File: src/rtl/wb_slave_decoder.sv
// wb_slave_decoder: single-master to four-slave Wishbone decoder.
// Each request is decoded in IDLE, then the selected slave is strobed in BUSY.
// BUSY is guarded by a per-transfer timeout. Timeouts and unmapped addresses
// produce a one-cycle bus error in ERR. The first fault is held for readout.
module wb_slave_decoder #(
   parameter logic [31:0] S0_BASE    = 32'h0000_0000,
   parameter logic [31:0] S1_BASE    = 32'h1000_0000,
   parameter logic [31:0] S2_BASE    = 32'h8000_0000,
   parameter logic [31:0] S3_BASE    = 32'h9000_0000,
   parameter logic [31:0] SN_MASK    = 32'hF000_0000,
   parameter logic [7:0]  TMO_CYCLES = 8'd255
) (
   input  logic         i_clk,
   input  logic         i_rb,
   input  logic         i_m_cyc,
   input  logic         i_m_stb,
   input  logic         i_m_we,
   input  logic [3:0]   i_m_sel,
   input  logic [31:0]  i_m_adr,
   input  logic [31:0]  i_m_dat,
   output logic [31:0]  o_m_dat,
   output logic         o_m_ack,
   output logic         o_m_err,
   output logic [3:0]   o_s_cyc,
   output logic [3:0]   o_s_stb,
   output logic         o_s_we,
   output logic [3:0]   o_s_sel,
   output logic [31:0]  o_s_adr,
   output logic [31:0]  o_s_dat,
   input  logic [127:0] i_s_dat,
   input  logic [3:0]   i_s_ack,
   input  logic         i_fault_clr,
   output logic         o_fault_valid,
   output logic [1:0]   o_fault_code,
   output logic [31:0]  o_fault_adr
);

   typedef enum logic [1:0] {
      ST_IDLE = 2'd0,
      ST_BUSY = 2'd1,
      ST_ERR  = 2'd2
   } state_e;

   localparam logic [1:0] CODE_UNMAPPED = 2'b01;
   localparam logic [1:0] CODE_TIMEOUT  = 2'b10;

   state_e      state_q, state_d;
   logic [1:0]  idx_q, idx_d;
   logic [7:0]  cnt_q, cnt_d;
   logic        fault_valid_q, fault_valid_d;
   logic [1:0]  fault_code_q, fault_code_d;
   logic [31:0] fault_adr_q, fault_adr_d;

   logic        req;
   logic [3:0]  hit;
   logic        any_hit;
   logic [1:0]  hit_idx;
   logic        sel_ack;
   logic        err_enter;
   logic [1:0]  err_code;

   assign req     = i_m_cyc & i_m_stb;
   assign any_hit = |hit;
   assign sel_ack = i_s_ack[idx_q] & i_m_stb;

   // Address decode against each slave window, lowest index wins on overlap.
   always_comb begin
      hit[0] = (i_m_adr & SN_MASK) == S0_BASE;
      hit[1] = (i_m_adr & SN_MASK) == S1_BASE;
      hit[2] = (i_m_adr & SN_MASK) == S2_BASE;
      hit[3] = (i_m_adr & SN_MASK) == S3_BASE;
      if (hit[0])      hit_idx = 2'd0;
      else if (hit[1]) hit_idx = 2'd1;
      else if (hit[2]) hit_idx = 2'd2;
      else             hit_idx = 2'd3;
   end

   // Next-state logic and master/slave handshake outputs.
   always_comb begin
      // NOTE: every signal gets a default before the case so no path leaves it unassigned (no latch).
      state_d   = state_q;
      idx_d     = idx_q;
      cnt_d     = cnt_q;
      err_enter = 1'b0;
      err_code  = 2'b00;
      o_m_ack   = 1'b0;
      o_m_err   = 1'b0;
      o_m_dat   = 32'h0;
      o_s_stb   = 4'b0000;
      unique case (state_q)
         ST_IDLE: begin
            if (req) begin
               if (any_hit) begin
                  idx_d   = hit_idx;
                  cnt_d   = 8'd0;
                  state_d = ST_BUSY;
               end else begin
                  err_enter = 1'b1;
                  err_code  = CODE_UNMAPPED;
                  state_d   = ST_ERR;
               end
            end
         end
         ST_BUSY: begin
            o_s_stb[idx_q] = i_m_stb;
            o_m_ack        = sel_ack;
            o_m_dat        = i_s_dat[{idx_q, 5'd0} +: 32];
            if (!req || sel_ack) begin
               // Abort or completion: an ack on the threshold cycle still wins.
               state_d = ST_IDLE;
            end else if (cnt_q == TMO_CYCLES - 8'd1) begin
               err_enter = 1'b1;
               err_code  = CODE_TIMEOUT;
               state_d   = ST_ERR;
            end else begin
               cnt_d = cnt_q + 8'd1;
            end
         end
         ST_ERR: begin
            o_m_err = 1'b1;
            state_d = ST_IDLE;
         end
         default: state_d = ST_IDLE;
      endcase
   end

   // Fault capture: first fault sticks; a clear coinciding with a fault keeps the new one.
   always_comb begin
      fault_valid_d = fault_valid_q;
      fault_code_d  = fault_code_q;
      fault_adr_d   = fault_adr_q;
      if (err_enter && (!fault_valid_q || i_fault_clr)) begin
         fault_valid_d = 1'b1;
         fault_code_d  = err_code;
         fault_adr_d   = i_m_adr;
      end else if (i_fault_clr) begin
         fault_valid_d = 1'b0;
         fault_code_d  = 2'b00;
         fault_adr_d   = 32'h0;
      end
   end

   // State, slave index, timeout counter and fault capture registers.
   always_ff @(posedge i_clk or negedge i_rb) begin
      if (!i_rb) begin
         state_q       <= ST_IDLE;
         idx_q         <= 2'd0;
         cnt_q         <= 8'd0;
         fault_valid_q <= 1'b0;
         fault_code_q  <= 2'b00;
         fault_adr_q   <= 32'h0;
      end else begin
         // NOTE: non-blocking assignments so every register samples pre-edge values.
         state_q       <= state_d;
         idx_q         <= idx_d;
         cnt_q         <= cnt_d;
         fault_valid_q <= fault_valid_d;
         fault_code_q  <= fault_code_d;
         fault_adr_q   <= fault_adr_d;
      end
   end

   assign o_s_cyc       = o_s_stb;
   assign o_s_we        = i_m_we;
   assign o_s_sel       = i_m_sel;
   assign o_s_adr       = i_m_adr;
   assign o_s_dat       = i_m_dat;
   assign o_fault_valid = fault_valid_q;
   assign o_fault_code  = fault_code_q;
   assign o_fault_adr   = fault_adr_q;

endmodule

File: config.mk
export PLATFORM = sky130hd
export DESIGN_NAME = wb_slave_decoder
export DESIGN_NICKNAME = d
export VERILOG_FILES = /design/src/rtl/wb_slave_decoder.sv
export SDC_FILE = /design/constraint.sdc
export NUM_CORES = 1
export LEC_CHECK = 0
export CAP_MARGIN = 20
export CORE_AREA = 4 4 135 137
export CTS_BUF_LIST = sky130_fd_sc_hd__clkbuf_2 sky130_fd_sc_hd__clkbuf_4 sky130_fd_sc_hd__clkbuf_8
export CTS_CLUSTER_DIAMETER = 30
export DETAILED_ROUTE_END_ITERATION = 10
export DIE_AREA = 0 0 139 141
export HOLD_SLACK_MARGIN = 0.08
export SYNTH_ARGS = -nofsm -noshare
export SYNTH_HDL_FRONTEND = slang
export SYNTH_SLANG_ARGS = --single-unit
File: constraint.sdc
create_clock -name i_clk -period 2.6 [get_ports i_clk]
set_input_delay 0.39 -clock i_clk [delete_from_list [all_inputs] [get_ports i_clk]]
set_output_delay 0.39 -clock i_clk [all_outputs]
set_load 0.01 [all_outputs]
==> results of run 1 <==
[registers in the layout (all words and copies together), names as in the netlist]
| register | count |
|---|---|
| cnt_q | 8 |
| state_q | 2 |
| o_fault_code | 2 |
| o_fault_valid | 1 |
| o_fault_adr | 32 |
| idx_q | 2 |
[per-stage QoR]
step / setup slack [ps] / utilization [%] / hold WS, ps
2_1_floorplan: 334 / - / 94.4
3_3_place_gp: 26.0 / 35.9 / 220
3_5_place_dp: -7.11 / 35.9 / 228
4_1_cts: 0.129 / 36.6 / 410
5_1_grt: 1.97 / 37.2 / 439
6_report: 55.9 / 37.2 / 427
[path summary, 6_finish.rpt]
kind | start | end | slack (ps) | cells after the start
max | idx_q[0] | o_m_dat[1] | 60 | 4
min | i_rb | o_fault_adr[15] | 430 | 2
max reg2reg | idx_q[0] | o_fault_adr[15] | 200 | 6
min reg2reg | o_fault_adr[4] | o_fault_adr[4] | 510 | 1
max in group asynchronous | i_rb | idx_q[0] | 1400 | 3
min in group i_clk | o_fault_adr[4] | o_fault_adr[4] | 510 | 1
[critical path, delay by kind of cell (launching register included)]
family	cells	cell delay, ps
AND/OR/NAND/NOR	1	180
buffers and inverters	2	670
multiplexers	1	530
flip-flops	1	450
[synthesized netlist by cell type (all sizes together) (2+ instances only)]
cell type	instances
a21oi	6
o21ai	7
nor3b	2
ha	2
or3	7
or4	2
and2	33
and4	2
a22o	32
clkbuf	11
buf	81
and3	2
inv	5
nor2b	2
dfrtp	47
mux4	33
o31ai	3
nand2	15
nand3	5
nor4	2
[final cells by class]
cell class	instances	area, sq um	share of cell area, %
multi-input combinational	169	1690	26.7
clock inverter	1	7.51	0.118
inverter	5	18.8	0.296
tap	225	282	4.44
timing repair buffer	300	3070	48.4
clock buffer	7	96.3	1.52
sequential	47	1180	18.6
[repair_timing]
| item | CTS | global route |
|---|---|---|
| hold buffers | 1 | 0 |
| pin swaps | 0 | 0 |
| gates cloned | 0 | 1 |
| resized for setup | 2 | 17 |
| endpoints found under the setup margin | 10 | 25 |
| endpoints found under the hold margin | 6 | 0 |
| buffers inserted | 0 | 2 |
[power breakdown]
| group | internal [mW] | total [mW] | switching, mW |
|---|---|---|---|
| sequential | 0.782 | 0.829 | 0.0472 |
| clock | 0.242 | 0.505 | 0.262 |
| combinational | 0.736 | 1.13 | 0.395 |
[routing by layer]
| layer | vias to the layer above | part of all wire (%) | global-route usage (%) |
|---|---|---|---|
| li1 | 1509 | - | - |
| met1 | 1575 | 40 | 17.1 |
| met2 | 223 | 48 | 24.0 |
| met3 | 27 | 9.5 | 5.53 |
| met4 | 2 | 2.3 | 4.63 |
| met5 | - | 0.087 | 0 |
[logic make-up after synthesis]
family                   Yosys count  share of synthesized area [%]
AND/OR/NAND/NOR                   80                           13.5
buffers and inverters             97                           18.9
multiplexers                      33                           21.2
adder cells (fa/ha/maj)            2                          0.712
AO/OA/AOI/OAI                     54                           12.3
flip-flops                        47                           33.5
==> impl_metrics.ini, run 1 <==
[worst_setup_path]
slowest_stage = mux4_2
crit_fanout = 15
worstSetupPathType = reg2out
critical_path_required_ps = 2210
cp_data_arrival_time_ps = 2150
slowest_delay_ps = 530
cp-start-kind = flop
critical_path.cell_chain = buf_12 > mux4_2 > and2_1 > clkdlybuf4s50_1
crit_path_end_kind = primary output

[finish]
final_cell_mix = clkdlybuf4s50_1 (262), dfrtp_1 (46), mux4_2 (33), and2_1 (33), a22o_1 (32)
n_antenna_cell = 0
stdcell_count = 754
final_nets = 736
fill_cells = 1675
layout-drive-gt1-share_pct = 13.6
mostFrequentLayoutCell = clkdlybuf4s50_1
design_area_sq_um = 6340
area_growth_syn_to_layout_pct = 80.6

[sta]
slew_headroom_pct = 64.3
slew_violations = 0
fmaxAchievable_ghz = 0.393
period_minus_slack_ps = 2540
tns_ps = 0
rsz0062_at_grt = false
tightestPinTransition_ps = 535
skew_ps = 2.76
hold_viol_final = 0
setup_viol = 0
min_period_over_period_pct = 97.9

[die]
rows = 48
coreArea_sq_um = 17100
dieWidth_um = 139
io_pins = 352
die_area_sq_um = 19600
start_util_pct = 20.6
die_y_um = 141

[logic_synthesis]
ys.flop_type = dfrtp_1
netlist.area_leader.share_pct = 33.5
synth_cell_types = 38
synthesis.nets = 521
synth-seq-cells = 47
yosys-top-cells-area = dfrtp_1 (33%), mux4_2 (21%), buf_4 (16%), a22o_1 (8.0%), and2_1 (5.9%)
netlist_instances = 313
ys_seq_area_share_pct = 33.5
ys.warnings.count = 0
synth-edff-count = 0
async_flop_share_pct = 100
synth_area_leader_cell = dfrtp_1
syn_avg_cell_area_sq_um = 11.2
synth_area_sq_um = 3510

[cts]
cts_made_buffers = 5
root_buffer = clkbuf_8
cts_buffer_depth = 2
clock_sinks = 47
cts_tree = built
path_clk_slew_ps = 90
htree_levels = 2
clock_latency_ps = 310

[worst_hold_path]
min_path_type = in2async

[route]
first_pass_iters = 4
totalWireLength_um = 14900
drt-initial-drc-count = 128
wl_per_cell_um = 19.8
vias = 3336
drtAntennaViolNets = 0
vias_per_cell = 4.42
drc_errors = 0

[global_routing]
grt_pass1_vias = 3634
antenna_found_initial = 1
grt_start_max_net_pins = 42
overflow = 0
grt_pass1_wl_um = 22000
grtUsageTotal_pct = 14.4

[power_and_ir_drop]
p_per_area_nw_per_um2 = 389
total_power_mw = 2.47
vdd_drop_max_v = 0.000196
leakagePower_nw = 2.68

[placed_design]
hpwl_um = 12300
dpl.cell_count = 742
portBuffers = 277
place_area_sq_um = 6130
place_congestion = 0.887

[outcome]
status = finished, final reports clean

[job]
max_cap_viol_count = 0
(Power assumes the default switching activity.)
==> inputs of run 2 (changes only) <==
Settings changed: CORE_AREA 4 4 135 137 to 2 2 138 140, DIE_AREA 0 0 139 141 to 0 0 140 142, SKIP_CTS_REPAIR_TIMING from default to 1.
==> run 2 against run 1 <==
Compared with the run above: the run now ends with design-rule violations left; final cell count rose by 1.2%; clock skew is 9.6 ps higher; die area up 1.4%; critical path depth grew 1; global-route usage fell by 0.49 points; first-iteration DRC count grew 1.6%; maximum frequency up 0.16%; core utilization shrank 2.6 points; largest power group unchanged.
==> impl_metrics.ini, run 2 (synthesized netlist as in run 1, its figures left out) <==
[outcome]
status = finished with violations
failed_checks = design-rule violations

[worst_setup_path]
cp_data_arrival_time_ps = 2150
rrSetupSlack_ps = 150
critical_path.cell_chain = buf_12 > buf_12 > mux4_2 > and2_1 > clkdlybuf4s50_1
crit_path_end_kind = primary output
rr_startpoint = idx_q[0]
worstSetupPathType = reg2out
startpoint = idx_q[0]
path_depth = 5
crit_fanout = 8
worstReg2RegEnd = o_fault_adr[4]
cp-start-kind = flop
critPathBufInv = 3
cp-endpoint = o_m_dat[13]
critical_path_required_ps = 2210
slowest_delay_ps = 510
worst_r2r_path_depth = 7
crit_family = buffers and inverters
slowest_stage = mux4_2
crit_path_frequent_cell = buf_12

[placed_design]
hpwl_um = 12200
portBuffers = 277
place_congestion = 0.858
dpl.cell_count = 747
pre_cts_slack_ps = 3.13

[route]
drt-initial-drc-count = 130
vias = 3355
vias_per_cell = 4.40
drtAntennaViolNets = 0
totalWireLength_um = 14700
drc_errors = 25
wl_per_cell_um = 19.3
first_pass_iters = 10

[cts]
htree_levels = 2
clock_sinks = 47
cts_made_buffers = 5
path_clk_slew_ps = 100
cts_tree = built
cts_buffer_depth = 2
clock_latency_ps = 310
root_buffer = clkbuf_8

[global_routing]
antenna_found_initial = 3
grtUsageTotal_pct = 13.9
grt_pass1_wl_um = 21100
grt_pass1_vias = 3652
grt_start_max_net_pins = 48
overflow = 0

[sta]
tightestPinTransition_ps = 603
skew_ps = 12.3
min_period_over_period_pct = 97.7
hold_viol_final = 0
fmaxAchievable_ghz = 0.394
hold_slack_ps = 173
slew_violations = 0
fin_ws_ps = 59.9
setup_viol = 0
slew_headroom_pct = 59.3
period_minus_slack_ps = 2540
rsz0062_at_grt = false

[power_and_ir_drop]
leakagePower_nw = 2.83
p_per_area_nw_per_um2 = 389
vdd_drop_max_v = 0.000200

[job]
max_cap_viol_count = 0

[finish]
mostFrequentLayoutCell = clkdlybuf4s50_1
area_growth_syn_to_layout_pct = 81.7
stdcell_count = 763
largest_reg_flops = 32
layout-drive-gt1-share_pct = 13.3
final_nets = 733
fill_cells = 1851
final_cell_mix = clkdlybuf4s50_1 (254), dfrtp_1 (45), mux4_2 (33), and2_1 (33), a22o_1 (32)

[die]
die_area_sq_um = 19900
start_util_pct = 19.0
die_y_um = 142
coreArea_sq_um = 18500
dieWidth_um = 140
rows = 50
io_pins = 352

[worst_hold_path]
min_path_type = in2async
run 2: final cells by class:
type	instances	area, sq um	share of cell area, %
repair buffers	297	3090	48.4
multi-input cells	169	1690	26.5
flip-flops and latches	47	1180	18.5
well taps	234	293	4.59
clock buffers	7	96.3	1.51
inverters	5	18.8	0.294
clock inverters	1	7.51	0.118
diodes	3	7.51	0.118
run 2: worst min-delay path by stage:
| stage | start | to | slack, ps | cells past startpoint |
|---|---|---|---|---|
| 6_report | i_rb | o_fault_adr[23] | 170 | 2 |
| 5_1_grt | i_rb | o_fault_adr[5] | 210 | 2 |
| 4_1_cts | i_rb | o_fault_adr[27] | 180 | 2 |
| 2_1_floorplan | i_rb | cnt_q[0] | 90 | 0 |
| 3_5_place_dp | o_fault_adr[31] | o_fault_adr[31] | 490 | 1 |
| 3_3_place_gp | o_fault_adr[7] | o_fault_adr[7] | 490 | 1 |
run 2: routing by layer:
layer | up-vias | track usage [%] | part of all wire, % | routed length [um]
li1 | 1510 | - | - | -
met1 | 1615 | 15.2 | 36 | 5330
met2 | 214 | 26.5 | 54 | 7870
met3 | 16 | 3.57 | 9.1 | 1340
met4 | 0 | 3.83 | 0.99 | 145
met5 | - | 0.501 | 0 | 0
run 2: worst reg2reg max path: stages (launching register included):
cell	delay (ps)
dfrtp_2	380
buf_12	140
mux4_2	580
buf_4	180
or4_4	570
a21boi_4	190
buf_4	200
a22o_1	140
run 2: power by group:
group          leakage (nW)  switching (mW)  internal (mW)
Combinational          2.15           0.408          0.752
Clock                0.0505           0.252          0.242
Sequential            0.633          0.0480          0.782
Total                  2.83           0.708           1.78
run 2: stage by stage:
step	area [sq um]	utilization [%]	power, mW	TNS [ps]
final	6380	34.6	2.48	0
after global routing	6380	34.6	2.63	0
after CTS	6240	33.8	2.48	-2250
after detailed placement	6130	33.2	1.96	0
after global placement	6130	33.2	1.95	0
after floorplan	3510	-	1.42	0
==> inputs of run 3 (changes only) <==
Settings changed: CORE_AREA 2 2 138 140 to 2 2 137 139, CTS_BUF_LIST sky130_fd_sc_hd__clkbuf_2 sky130_fd_sc_hd__clkbuf_4 sky130_fd_sc_hd__clkbuf_8 to sky130_fd_sc_hd__clkbuf_16, DIE_AREA 0 0 140 142 to 0 0 139 141.
==> run 3 against run 2 <==
Compared with the run above: the run now ends clean; clock skew is 7.3 ps lower; clock power increased by 42%; power increased by 7.9%; largest power group unchanged.
==> impl_metrics.ini, run 3 (synthesized netlist as in run 1, its figures left out) <==
[outcome]
status = finished, final reports clean

[sta]
fmaxAchievable_ghz = 0.398
tightestPinTransition_ps = 514
slew_headroom_pct = 65.7
slew_violations = 0
setup_viol = 0
min_period_over_period_pct = 96.6
hold_viol_final = 0
period_minus_slack_ps = 2510
skew_ps = 5.02

[finish]
design_area_sq_um = 6430
stdcell_count = 763
fill_cells = 1793
multi_input_area_sq_um = 1700
area_growth_syn_to_layout_pct = 83.0
final_nets = 737
mostFrequentLayoutCell = clkdlybuf4s50_1
layout-drive-gt1-share_pct = 14.4
final_cell_mix = clkdlybuf4s50_1 (256), dfrtp_1 (44), mux4_2 (33), and2_1 (33), a22o_1 (32)
register_area_sq_um = 1180
largest_reg_flops = 32
n_antenna_cell = 0

[cts]
clock_sinks = 47
htree_levels = 2
clock_latency_ps = 280
path_clk_slew_ps = 60
cts_made_buffers = 5
cts_buffer_depth = 2
cts_tree = built
root_buffer = clkbuf_16

[worst_setup_path]
cp_data_arrival_time_ps = 2120
rrSetupSlack_ps = 200
critical_path_required_ps = 2210
crit_fanout = 6
crit_path_end_kind = primary output
cp-start-kind = flop
worstSetupPathType = reg2out

[placed_design]
hpwl_um = 12300
place_area_sq_um = 6130
portBuffers = 277
dpl.cell_count = 750
place_congestion = 0.895

[route]
vias = 3401
wl_per_cell_um = 19.7
first_pass_iters = 4
drt-initial-drc-count = 82
drc_errors = 0
totalWireLength_um = 15100
vias_per_cell = 4.46
drtAntennaViolNets = 0

[power_and_ir_drop]
leakagePower_nw = 2.84
p_per_area_nw_per_um2 = 417
vdd_drop_max_v = 0.000259

[die]
die_y_um = 141
io_pins = 352
dieWidth_um = 139
coreArea_sq_um = 18300
die_area_sq_um = 19600
start_util_pct = 19.2
rows = 50

[global_routing]
overflow = 0
grtUsageTotal_pct = 14.4
grt_start_max_net_pins = 36
grt_pass1_vias = 3693
grt_pass1_wl_um = 22000
antenna_found_initial = 0

[job]
max_cap_viol_count = 0

[worst_hold_path]
min_path_type = in2async
## run 3: cell types whose count changed in the layout (fill, tap and decap cells not counted), moves of 2 or more
cell             before  now
buf_4                11   18
clkbuf_8              7    0
clkbuf_16             1    7
buf_12                6    3
diode_2               3    0
clkdlybuf4s50_1     254  256
dlymetal6s2s_1       22   20
nor3b_1               2    0
nor3b_2               0    2
## run 3: metrics by stage
step	setup WS, ps	total power [mW]	utilization (%)	hold WS, ps	setup TNS, ps
5_1_grt	-6.46	2.82	35.2	132	-6.46
3_3_place_gp	-282	1.92	33.5	387	-8880
6_report	89.5	2.68	35.2	73.4	0
2_1_floorplan	334	1.42	-	94.4	0
4_1_cts	-116	2.66	34.4	96.3	-709
3_5_place_dp	-22.2	1.94	33.5	404	-461
## run 3: final timing paths
kind                                  from         endpoint  depth (start not counted)
max                               idx_q[0]      o_m_dat[24]                          4
min                                   i_rb  o_fault_adr[19]                          1
max reg2reg                       idx_q[0]         cnt_q[2]                          6
min reg2reg                o_fault_adr[28]  o_fault_adr[28]                          1
max in group asynchronous             i_rb  o_fault_code[1]                          2
min in group i_clk         o_fault_adr[28]  o_fault_adr[28]                          1
## run 3: critical path: stages (launching register included)
cell,delay (ps)
dfrtp_2,440
buf_4,200
mux4_2,530
and2_1,180
clkdlybuf4s50_1,480
## run 3: layout make-up
class	instances	share of cell area, %
clock inverters	2	0.525
inverters	5	0.292
clock buffers	5	1.95
well taps	234	4.55
flip-flops and latches	47	18.3
multi-input cells	169	26.5
repair buffers	301	47.9
## run 3: power by group
group / internal, mW / leakage (nW) / total (mW) / switching (mW)
combinational: 0.733 / 2.13 / 1.15 / 0.416
sequential: 0.784 / 0.631 / 0.831 / 0.0469
clock: 0.445 / 0.0811 / 0.700 / 0.256
total: 1.96 / 2.84 / 2.68 / 0.718
## run 3: per-layer routing
metal / vias to the layer above / share of wire [%] / track usage, %
li1: 1513 / - / -
met5: - / 0 / 0
met1: 1651 / 37 / 16.3
met3: 21 / 12 / 6.79
met4: 0 / 2.1 / 4.31
met2: 216 / 49 / 24.5
